`config.mk`:
```
export PLATFORM = sky130hd
export DESIGN_NAME = serdesphy_i2c_regbank_flat
export DESIGN_NICKNAME = d
export VERILOG_FILES = /design/src/rtl/serdesphy_i2c_pkg.sv /design/src/rtl/serdesphy_i2c_regbank_if.sv /design/src/rtl/serdesphy_i2c_sync.sv /design/src/rtl/serdesphy_i2c_regbank.sv /design/src/flat_wrapper.sv
export SDC_FILE = /design/constraint.sdc
export NUM_CORES = 1
export LEC_CHECK = 0
export ABC_AREA = 1
export CAP_MARGIN = 10
export CORE_ASPECT_RATIO = 1.25
export CORE_MARGIN = 1.5
export CORE_UTILIZATION = 40
export CTS_CLUSTER_DIAMETER = 200
export CTS_CLUSTER_SIZE = 14
export DETAILED_ROUTE_END_ITERATION = 8
export GPL_TIMING_DRIVEN = 0
export PLACE_DENSITY = 0.74
export SLEW_MARGIN = 20
export SYNTH_ARGS = -nofsm -noshare
export SYNTH_HDL_FRONTEND = slang
export SYNTH_SLANG_ARGS = --single-unit
export TNS_END_PERCENT = 30
```
`constraint.sdc`:
```
create_clock -name clk -period 7.52 [get_ports clk]
set_clock_uncertainty 0.05 [all_clocks]
set_input_delay 0.752 -clock clk [delete_from_list [all_inputs] [get_ports clk]]
set_output_delay 0.752 -clock clk [all_outputs]
set_load 0.02 [all_outputs]
```
`src/rtl/serdesphy_i2c_pkg.sv`:
```
// Shared definitions for the SerDes PHY I2C target blocks.
//   i2c_state_e      : protocol state of the target FSM
//   I2C_ACK/I2C_NACK : SDA level of an acknowledge / not-acknowledge bit
//   I2C_DEFAULT_ADDR : default 7-bit target address
package serdesphy_i2c_pkg;

  localparam logic [6:0] I2C_DEFAULT_ADDR = 7'h42;
  localparam logic       I2C_ACK          = 1'b0;
  localparam logic       I2C_NACK         = 1'b1;

  typedef enum logic [3:0] {
    ST_IDLE,
    ST_DEV_ADDR,
    ST_DEV_ACK,
    ST_PTR,
    ST_PTR_ACK,
    ST_WDATA,
    ST_WDATA_ACK,
    ST_RDATA,
    ST_RDATA_HACK,
    ST_IGNORE
  } i2c_state_e;

endpackage

```
`src/rtl/serdesphy_i2c_regbank_if.sv`:
```
// I2C pad-side bus bundle for the register-bank target.
//   scl_in  : I2C clock from pad
//   sda_in  : resolved SDA from pad
//   sda_out : level driven when sda_oe=1 (always 0, open-drain)
//   sda_oe  : pull SDA low
interface serdesphy_i2c_regbank_if;

  logic scl_in;
  logic sda_in;
  logic sda_out;
  logic sda_oe;

  modport slave  (input scl_in, input sda_in, output sda_out, output sda_oe);
  modport master (output scl_in, output sda_in, input sda_out, input sda_oe);

endinterface

```
`src/rtl/serdesphy_i2c_sync.sv`:
```
// SCL/SDA synchroniser with edge, START and STOP detection.
//   clk, rst    : system clock, async active-high reset
//   scl_i/sda_i : raw pad inputs
//   sda_o       : synchronised SDA
//   scl_rise_o  : one-cycle pulse on synchronised SCL rising edge
//   scl_fall_o  : one-cycle pulse on synchronised SCL falling edge
//   start_o     : SDA fell while SCL high
//   stop_o      : SDA rose while SCL high
module serdesphy_i2c_sync #(
  parameter int unsigned SYNC_STAGES = 2
) (
  input  logic clk,
  input  logic rst,
  input  logic scl_i,
  input  logic sda_i,
  output logic sda_o,
  output logic scl_rise_o,
  output logic scl_fall_o,
  output logic start_o,
  output logic stop_o
);

  logic [SYNC_STAGES-1:0] scl_sync_q;
  logic [SYNC_STAGES-1:0] sda_sync_q;
  logic                   scl_hist_q;
  logic                   sda_hist_q;
  logic                   scl_s;

  // Reset to the idle bus level so leaving reset never looks like an edge.
  always_ff @(posedge clk or posedge rst) begin
    if (rst) begin
      scl_sync_q <= '1;
      sda_sync_q <= '1;
      scl_hist_q <= 1'b1;
      sda_hist_q <= 1'b1;
    end else begin
      scl_sync_q <= {scl_sync_q[SYNC_STAGES-2:0], scl_i};
      sda_sync_q <= {sda_sync_q[SYNC_STAGES-2:0], sda_i};
      scl_hist_q <= scl_sync_q[SYNC_STAGES-1];
      sda_hist_q <= sda_sync_q[SYNC_STAGES-1];
    end
  end

  assign scl_s      = scl_sync_q[SYNC_STAGES-1];
  assign sda_o      = sda_sync_q[SYNC_STAGES-1];
  assign scl_rise_o = scl_s & ~scl_hist_q;
  assign scl_fall_o = ~scl_s & scl_hist_q;
  // SCL must be high on both sides of the SDA edge.
  assign start_o    = scl_s & scl_hist_q & sda_hist_q & ~sda_o;
  assign stop_o     = scl_s & scl_hist_q & ~sda_hist_q & sda_o;

endmodule

```
`src/rtl/serdesphy_i2c_regbank.sv`:
```
// I2C target with configuration register bank.
//   clk, rst  : system clock, async active-high reset
//   i2c       : pad-side SCL/SDA bundle (slave modport)
//   reg_q     : flat register contents, read-only entries read 0
//   ro_data   : live values returned for read-only registers
//   wr_strobe : one-cycle pulse per committed write
//   wr_addr   : register index of last write
//   wr_data   : byte of last write
//   busy      : high from START to STOP/reset
module serdesphy_i2c_regbank
  import serdesphy_i2c_pkg::*;
#(
  parameter logic [6:0]            I2C_ADDR    = I2C_DEFAULT_ADDR,
  parameter int unsigned           NUM_REGS    = 8,
  parameter logic [NUM_REGS-1:0]   RO_MASK     = NUM_REGS'(64),
  parameter logic [NUM_REGS*8-1:0] RESET_VAL   = '0,
  parameter int unsigned           SYNC_STAGES = 2
) (
  input  logic                    clk,
  input  logic                    rst,
  serdesphy_i2c_regbank_if.slave  i2c,
  output logic [NUM_REGS*8-1:0]   reg_q,
  input  logic [NUM_REGS*8-1:0]   ro_data,
  output logic                    wr_strobe,
  output logic [7:0]              wr_addr,
  output logic [7:0]              wr_data,
  output logic                    busy
);

  localparam int unsigned PTR_W = (NUM_REGS > 2) ? $clog2(NUM_REGS) : 1;

  logic                         sda_s, scl_rise, scl_fall, start_det, stop_det;
  i2c_state_e                   state_q;
  logic [7:0]                   shift_q;
  logic [2:0]                   bit_cnt_q;
  logic [PTR_W-1:0]             ptr_q;
  logic                         rw_q, hack_q, mack_q, sda_oe_q;
  logic                         wr_strobe_q, busy_q;
  logic [7:0]                   wr_addr_q, wr_data_q;
  logic [NUM_REGS-1:0][7:0]     regs_q;
  logic [NUM_REGS-1:0][7:0]     ro_arr;
  logic [7:0]                   rx_byte_d, rd_cur_d, rd_inc_d;
  logic [PTR_W-1:0]             ptr_inc_d;

  serdesphy_i2c_sync #(.SYNC_STAGES(SYNC_STAGES)) u_sync (
    .clk        (clk),
    .rst        (rst),
    .scl_i      (i2c.scl_in),
    .sda_i      (i2c.sda_in),
    .sda_o      (sda_s),
    .scl_rise_o (scl_rise),
    .scl_fall_o (scl_fall),
    .start_o    (start_det),
    .stop_o     (stop_det)
  );

  assign ro_arr = ro_data;

  always_comb begin
    rx_byte_d = {shift_q[6:0], sda_s};
    ptr_inc_d = (ptr_q == PTR_W'(NUM_REGS - 1)) ? '0 : ptr_q + PTR_W'(1);
    rd_cur_d  = RO_MASK[ptr_q]     ? ro_arr[ptr_q]     : regs_q[ptr_q];
    rd_inc_d  = RO_MASK[ptr_inc_d] ? ro_arr[ptr_inc_d] : regs_q[ptr_inc_d];
  end

  // ACK states: first SCL fall drives the ACK, second releases it and moves on.
  // RDATA_HACK: hack_q separates the fall after data bit 0 from the one after the master ACK.
  always_ff @(posedge clk or posedge rst) begin
    if (rst) begin
      state_q     <= ST_IDLE;
      shift_q     <= '0;
      bit_cnt_q   <= '0;
      ptr_q       <= '0;
      rw_q        <= 1'b0;
      hack_q      <= 1'b0;
      mack_q      <= 1'b0;
      sda_oe_q    <= 1'b0;
      wr_strobe_q <= 1'b0;
      wr_addr_q   <= '0;
      wr_data_q   <= '0;
      busy_q      <= 1'b0;
      regs_q      <= RESET_VAL;
    end else begin
      wr_strobe_q <= 1'b0;
      if (start_det) begin
        state_q   <= ST_DEV_ADDR;
        bit_cnt_q <= '0;
        sda_oe_q  <= 1'b0;
        busy_q    <= 1'b1;
      end else if (stop_det) begin
        state_q  <= ST_IDLE;
        sda_oe_q <= 1'b0;
        busy_q   <= 1'b0;
      end else begin
        case (state_q)
          ST_DEV_ADDR: if (scl_rise) begin
            shift_q   <= rx_byte_d;
            bit_cnt_q <= bit_cnt_q + 3'd1;
            if (bit_cnt_q == 3'd7) begin
              if (rx_byte_d[7:1] == I2C_ADDR) begin
                rw_q    <= rx_byte_d[0];
                state_q <= ST_DEV_ACK;
              end else begin
                state_q <= ST_IGNORE;
              end
            end
          end
          ST_DEV_ACK: if (scl_fall) begin
            if (!sda_oe_q) begin
              sda_oe_q <= ~I2C_ACK;
            end else if (rw_q) begin
              shift_q   <= rd_cur_d;
              sda_oe_q  <= ~rd_cur_d[7];
              bit_cnt_q <= '0;
              state_q   <= ST_RDATA;
            end else begin
              sda_oe_q  <= 1'b0;
              bit_cnt_q <= '0;
              state_q   <= ST_PTR;
            end
          end
          ST_PTR: if (scl_rise) begin
            shift_q   <= rx_byte_d;
            bit_cnt_q <= bit_cnt_q + 3'd1;
            if (bit_cnt_q == 3'd7) begin
              if (32'(rx_byte_d) >= NUM_REGS) begin
                state_q <= ST_IGNORE;
              end else begin
                ptr_q   <= rx_byte_d[PTR_W-1:0];
                state_q <= ST_PTR_ACK;
              end
            end
          end
          ST_WDATA: if (scl_rise) begin
            shift_q   <= rx_byte_d;
            bit_cnt_q <= bit_cnt_q + 3'd1;
            if (bit_cnt_q == 3'd7) begin
              if (!RO_MASK[ptr_q]) begin
                regs_q[ptr_q] <= rx_byte_d;
                wr_strobe_q   <= 1'b1;
                wr_addr_q     <= 8'(ptr_q);
                wr_data_q     <= rx_byte_d;
              end
              ptr_q   <= ptr_inc_d;
              state_q <= ST_WDATA_ACK;
            end
          end
          ST_PTR_ACK, ST_WDATA_ACK: if (scl_fall) begin
            if (!sda_oe_q) begin
              sda_oe_q <= ~I2C_ACK;
            end else begin
              sda_oe_q  <= 1'b0;
              bit_cnt_q <= '0;
              state_q   <= ST_WDATA;
            end
          end
          ST_RDATA: begin
            if (scl_rise) begin
              bit_cnt_q <= bit_cnt_q + 3'd1;
              if (bit_cnt_q == 3'd7) begin
                hack_q  <= 1'b0;
                state_q <= ST_RDATA_HACK;
              end
            end else if (scl_fall) begin
              shift_q  <= {shift_q[6:0], 1'b0};
              sda_oe_q <= ~shift_q[6];
            end
          end
          ST_RDATA_HACK: begin
            if (scl_rise) begin
              hack_q <= 1'b1;
              mack_q <= (sda_s != I2C_NACK);
            end else if (scl_fall) begin
              if (!hack_q) begin
                sda_oe_q <= 1'b0;
              end else if (mack_q) begin
                ptr_q     <= ptr_inc_d;
                shift_q   <= rd_inc_d;
                sda_oe_q  <= ~rd_inc_d[7];
                bit_cnt_q <= '0;
                state_q   <= ST_RDATA;
              end else begin
                state_q <= ST_IGNORE;
              end
            end
          end
          ST_IDLE, ST_IGNORE: ;
          default: state_q <= ST_IDLE;
        endcase
      end
    end
  end

  for (genvar g = 0; g < NUM_REGS; g++) begin : g_reg_out
    assign reg_q[g*8 +: 8] = RO_MASK[g] ? 8'h00 : regs_q[g];
  end

  assign i2c.sda_out = 1'b0;
  assign i2c.sda_oe  = sda_oe_q;
  assign wr_strobe   = wr_strobe_q;
  assign wr_addr     = wr_addr_q;
  assign wr_data     = wr_data_q;
  assign busy        = busy_q;

endmodule
```
`src/flat_wrapper.sv`:
```
// flat-port wrapper written by rule: the top's interface ports become plain ports
module serdesphy_i2c_regbank_flat import serdesphy_i2c_pkg::*;
#(
  parameter logic [6:0]            I2C_ADDR    = I2C_DEFAULT_ADDR,
  parameter int unsigned           NUM_REGS    = 8,
  parameter logic [NUM_REGS-1:0]   RO_MASK     = NUM_REGS'(64),
  parameter logic [NUM_REGS*8-1:0] RESET_VAL   = '0,
  parameter int unsigned           SYNC_STAGES = 2
)
  (clk, rst, reg_q, ro_data, wr_strobe, wr_addr, wr_data, busy, i2c_scl_in, i2c_sda_in, i2c_sda_out, i2c_sda_oe);
  serdesphy_i2c_regbank_if i2c_i ();
  input  logic clk;
  input  logic rst;
  output logic [NUM_REGS*8-1:0] reg_q;
  input  logic [NUM_REGS*8-1:0] ro_data;
  output logic wr_strobe;
  output logic [7:0] wr_addr;
  output logic [7:0] wr_data;
  output logic busy;
  input wire logic [$bits(i2c_i.scl_in)-1:0] i2c_scl_in;
  input wire logic [$bits(i2c_i.sda_in)-1:0] i2c_sda_in;
  output wire logic [$bits(i2c_i.sda_out)-1:0] i2c_sda_out;
  output wire logic [$bits(i2c_i.sda_oe)-1:0] i2c_sda_oe;
  assign i2c_i.scl_in = i2c_scl_in;
  assign i2c_i.sda_in = i2c_sda_in;
  assign i2c_sda_out = i2c_i.sda_out;
  assign i2c_sda_oe = i2c_i.sda_oe;
  serdesphy_i2c_regbank #(.I2C_ADDR(I2C_ADDR), .NUM_REGS(NUM_REGS), .RO_MASK(RO_MASK), .RESET_VAL(RESET_VAL), .SYNC_STAGES(SYNC_STAGES)) u_core (.clk(clk), .rst(rst), .i2c(i2c_i), .reg_q(reg_q), .ro_data(ro_data), .wr_strobe(wr_strobe), .wr_addr(wr_addr), .wr_data(wr_data), .busy(busy));
endmodule
```
==> results.sh <==
export IMPL_antenna_cells=0
export IMPL_clockRootBuffer="clkbuf_16"
export IMPL_design_area_sq_um=9330
export IMPL_cts_htree_levels=3
export IMPL_totalNegativeSetupSlack_ps=0
export IMPL_fin_crit_ps=3250
export IMPL_crit_path_end_kind="register"
export IMPL_wl_per_cell_um=18.0
export IMPL_synth_async_reset_ratio_pct=100
export IMPL_drive_above_1_share_pct=11.6
export IMPL_outcome="finished, final reports clean"
export IMPL_drt_iter0_markers=882
export IMPL_fin_nets=1377
export IMPL_core_area_sq_um=18100
export IMPL_relSlewSlack_pct=44.2
export IMPL_dr_pass1_iters=6
export IMPL_max_clock_freq_mhz=308
export IMPL_final_cells=1536
export IMPL_worstPathArrival_ps=3460
export IMPL_hold_violations=0
export IMPL_path_max_fanout=10
export IMPL_holdCritPathClass="register to register"
export IMPL_dieHeight_um=155
export IMPL_ys_ff_latch=104
export IMPL_synthTopCellsByArea="dfrtp_1 (33%), nand2_1 (24%), nand3_1 (10%)"
export IMPL_final_util_pct=51.5
export IMPL_areaGrowthSynthToFinish_pct=26.5
export IMPL_cts_hold_buffers_added=0
export IMPL_ant_nets=0
export IMPL_netlist_area_sq_um=7370
export IMPL_dpl_cell_area_sq_um=9010
export IMPL_tightest_slew_ps=838
export IMPL_grt_pass1_vias=7597
export IMPL_dp_cells=1520
export IMPL_cts_buffer_depth=2
export IMPL_cts_buffers=9
export IMPL_grt_max_degree=64
export IMPL_globalplace_congestion=0.968
export IMPL_cts_tree="yes"
export IMPL_drc=0
export IMPL_synth_edf_count=0
export IMPL_cap_violations=0
export IMPL_p_per_area_nw_per_um2=303
export IMPL_routed_wl_um=27700
export IMPL_setup_viol=0
export IMPL_path_clk_slew_ps=80
export IMPL_crit_path_start_kind="register"
export IMPL_grtUsageTotal_pct=28.5
export IMPL_row_count=55
export IMPL_yosysWarnings=0
export IMPL_portBuffers=127
export IMPL_p_leak_nw=4.65
export IMPL_post_cts_buffers=0
export IMPL_grt_overflow=0
export IMPL_multi_input_area_sq_um=3700
export IMPL_cts_resized=0
export IMPL_antenna_found_initial=0
export IMPL_min_period_over_period_pct=43.2
export IMPL_synth_cells=1151
export IMPL_slew_viol_final=0
export IMPL_synth_area_per_cell_sq_um=6.40
export IMPL_vdd_drop_max_v=0.000162
export IMPL_die_x_um=124
export IMPL_grt_pass1_wl_um=42500
export IMPL_nFillCells=1856
export IMPL_ios=152
export IMPL_yosys_area_top_type_share_pct=33.3
export IMPL_clkSinkCount=104
export IMPL_critical_path_class="register to register"
export IMPL_vias_per_cell=5.26
export IMPL_ff_latch_area_sq_um=2610
export IMPL_synth_cell_types=30
export IMPL_place_hpwl_um=20900
export IMPL_start_util_pct=40.7
export IMPL_cp_data_required_time_ps=7730
export IMPL_via_count=8073
export IMPL_clock_latency_ps=370
export IMPL_rsz0062_at_grt="no"
export IMPL_synth_seq_area_share_pct=35.4
export IMPL_dieArea_sq_um=19300
export IMPL_yosys_area_top_type="dfrtp_1"
export IMPL_synth_ff_type="dfrtp_1"
## state kept, by name, summed over array words and instances (netlist names)
name and cells:
u_core.regs_q 8, u_core.i2c.sda_oe 1, u_core.u_sync.sda_hist_q 1, u_core.rw_q 1, u_core.hack_q 1, u_core.wr_data 8
u_core.u_sync.sda_sync_q 2, u_core.ptr_q 3, u_core.u_sync.scl_hist_q 1, u_core.wr_strobe 1, u_core.u_sync.scl_sync_q 2, u_core.bit_cnt_q 3
u_core.wr_addr 3, u_core.mack_q 1, u_core.state_q 4, u_core.busy 1, u_core.shift_q 7, u_core.reg_q 56
## layout make-up
| class | count | share of cell area, % |
|---|---|---|
| plain buffers | 121 | 8.22 |
| clock buffers | 9 | 2.41 |
| clock inverters | 7 | 0.979 |
| inverters | 91 | 3.72 |
| multi-input cells | 848 | 39.7 |
| flip-flops and latches | 104 | 28.0 |
| well taps | 228 | 3.06 |
| repair buffers | 128 | 13.9 |
## cell usage after synthesis, types with 5 or more instances
master    number
nand3_1      151
buf_4         75
a21oi_1        8
dfrtp_1       98
nor2_1        54
o21ai_1       64
buf_1          5
dfstp_2        6
nand4_1        8
inv_1         85
o21ai_0       36
buf_2         25
nand2_2       11
inv_2          5
nand2_1      473
clkbuf_1      16
ha_1           6
## final timing paths
kind / start / to / slack, ps / cells after the start
min reg2reg: u_core.u_sync.scl_sync_q[0]$_DFF_PP1_ / u_core.u_sync.scl_sync_q[1]$_DFF_PP1_ / 310 / 0
max reg2reg: u_core.ptr_q[0]$_DFFE_PP0P_ / u_core.shift_q[0]$_DFFE_PP0P_ / 4270 / 15
min in group asynchronous: rst / u_core.wr_data[1]$_DFFE_PP0P_ / 700 / 2
max in group asynchronous: rst / u_core.u_sync.scl_sync_q[1]$_DFF_PP1_ / 6030 / 3
max: u_core.ptr_q[0]$_DFFE_PP0P_ / u_core.shift_q[0]$_DFFE_PP0P_ / 4270 / 15
min: u_core.u_sync.scl_sync_q[0]$_DFF_PP1_ / u_core.u_sync.scl_sync_q[1]$_DFF_PP1_ / 310 / 0
## power breakdown
part / switching [mW] / total (mW) / internal, mW
registers: 0.0384 / 0.636 / 0.598
logic: 1.22 / 1.69 / 0.472
clock network: 0.256 / 0.497 / 0.242
total: 1.51 / 2.83 / 1.31
## through the flow
| step | hold slack, ps | worst slack (ps) | power (mW) |
|---|---|---|---|
| finish | 309 | 4270 | 2.83 |
| global route | 311 | 4070 | 3.00 |
| CTS | 310 | 4340 | 2.78 |
| detailed placement | 298 | 4360 | 2.28 |
| global placement | 296 | 2380 | 2.27 |
| floorplan | 295 | 4000 | 1.73 |
## routing by layer
metal | GRT usage (%) | wire length, um | up-vias
met2 | 48.1 | 13300 | 438
li1 | - | - | 3877
met3 | 4.74 | 2160 | 81
met4 | 14.0 | 1300 | 0
met1 | 35.3 | 11000 | 3677
met5 | 0 | 0 | -
## kinds of logic after synthesis
family | count (synthesis) | synth area share (%)
DFF | 104 | 35.4
and+or+nand+nor | 713 | 40.4
other | 1 | 0.0509
adders and majority gates | 6 | 1.02
AOI/OAI and AO/OA | 115 | 8.04
buffers and inverters | 212 | 15.0
## cell usage in the layout, fill, tap and decap left out, types with 4 or more instances in the layout
master	n
o21ai_1	64
nand3_1	151
clkbuf_16	9
inv_1	84
nand4_1	8
nand2_1	473
a21oi_1	8
ha_1	6
o21ai_0	36
o211ai_1	4
buf_4	75
clkbuf_1	16
buf_2	25
clkdlybuf4s50_1	127
dfrtp_1	98
buf_1	5
dfstp_2	6
inv_2	5
inv_6	4
nand2_2	11
conb_1	14
nor2_1	54
## worst max-delay path, cell delays in order, from the launching register on
cell,delay [ps]
dfrtp_1,400
buf_4,200
inv_2,80
buf_4,210
buf_2,300
ha_1,290
buf_2,180
inv_1,170
clkbuf_1,540
nand3_1,140
nand3_1,120
nand3_1,80
nand2_1,80
nand3_1,130
nand2_1,100
nand2_1,50
(Power assumes the default switching activity.)
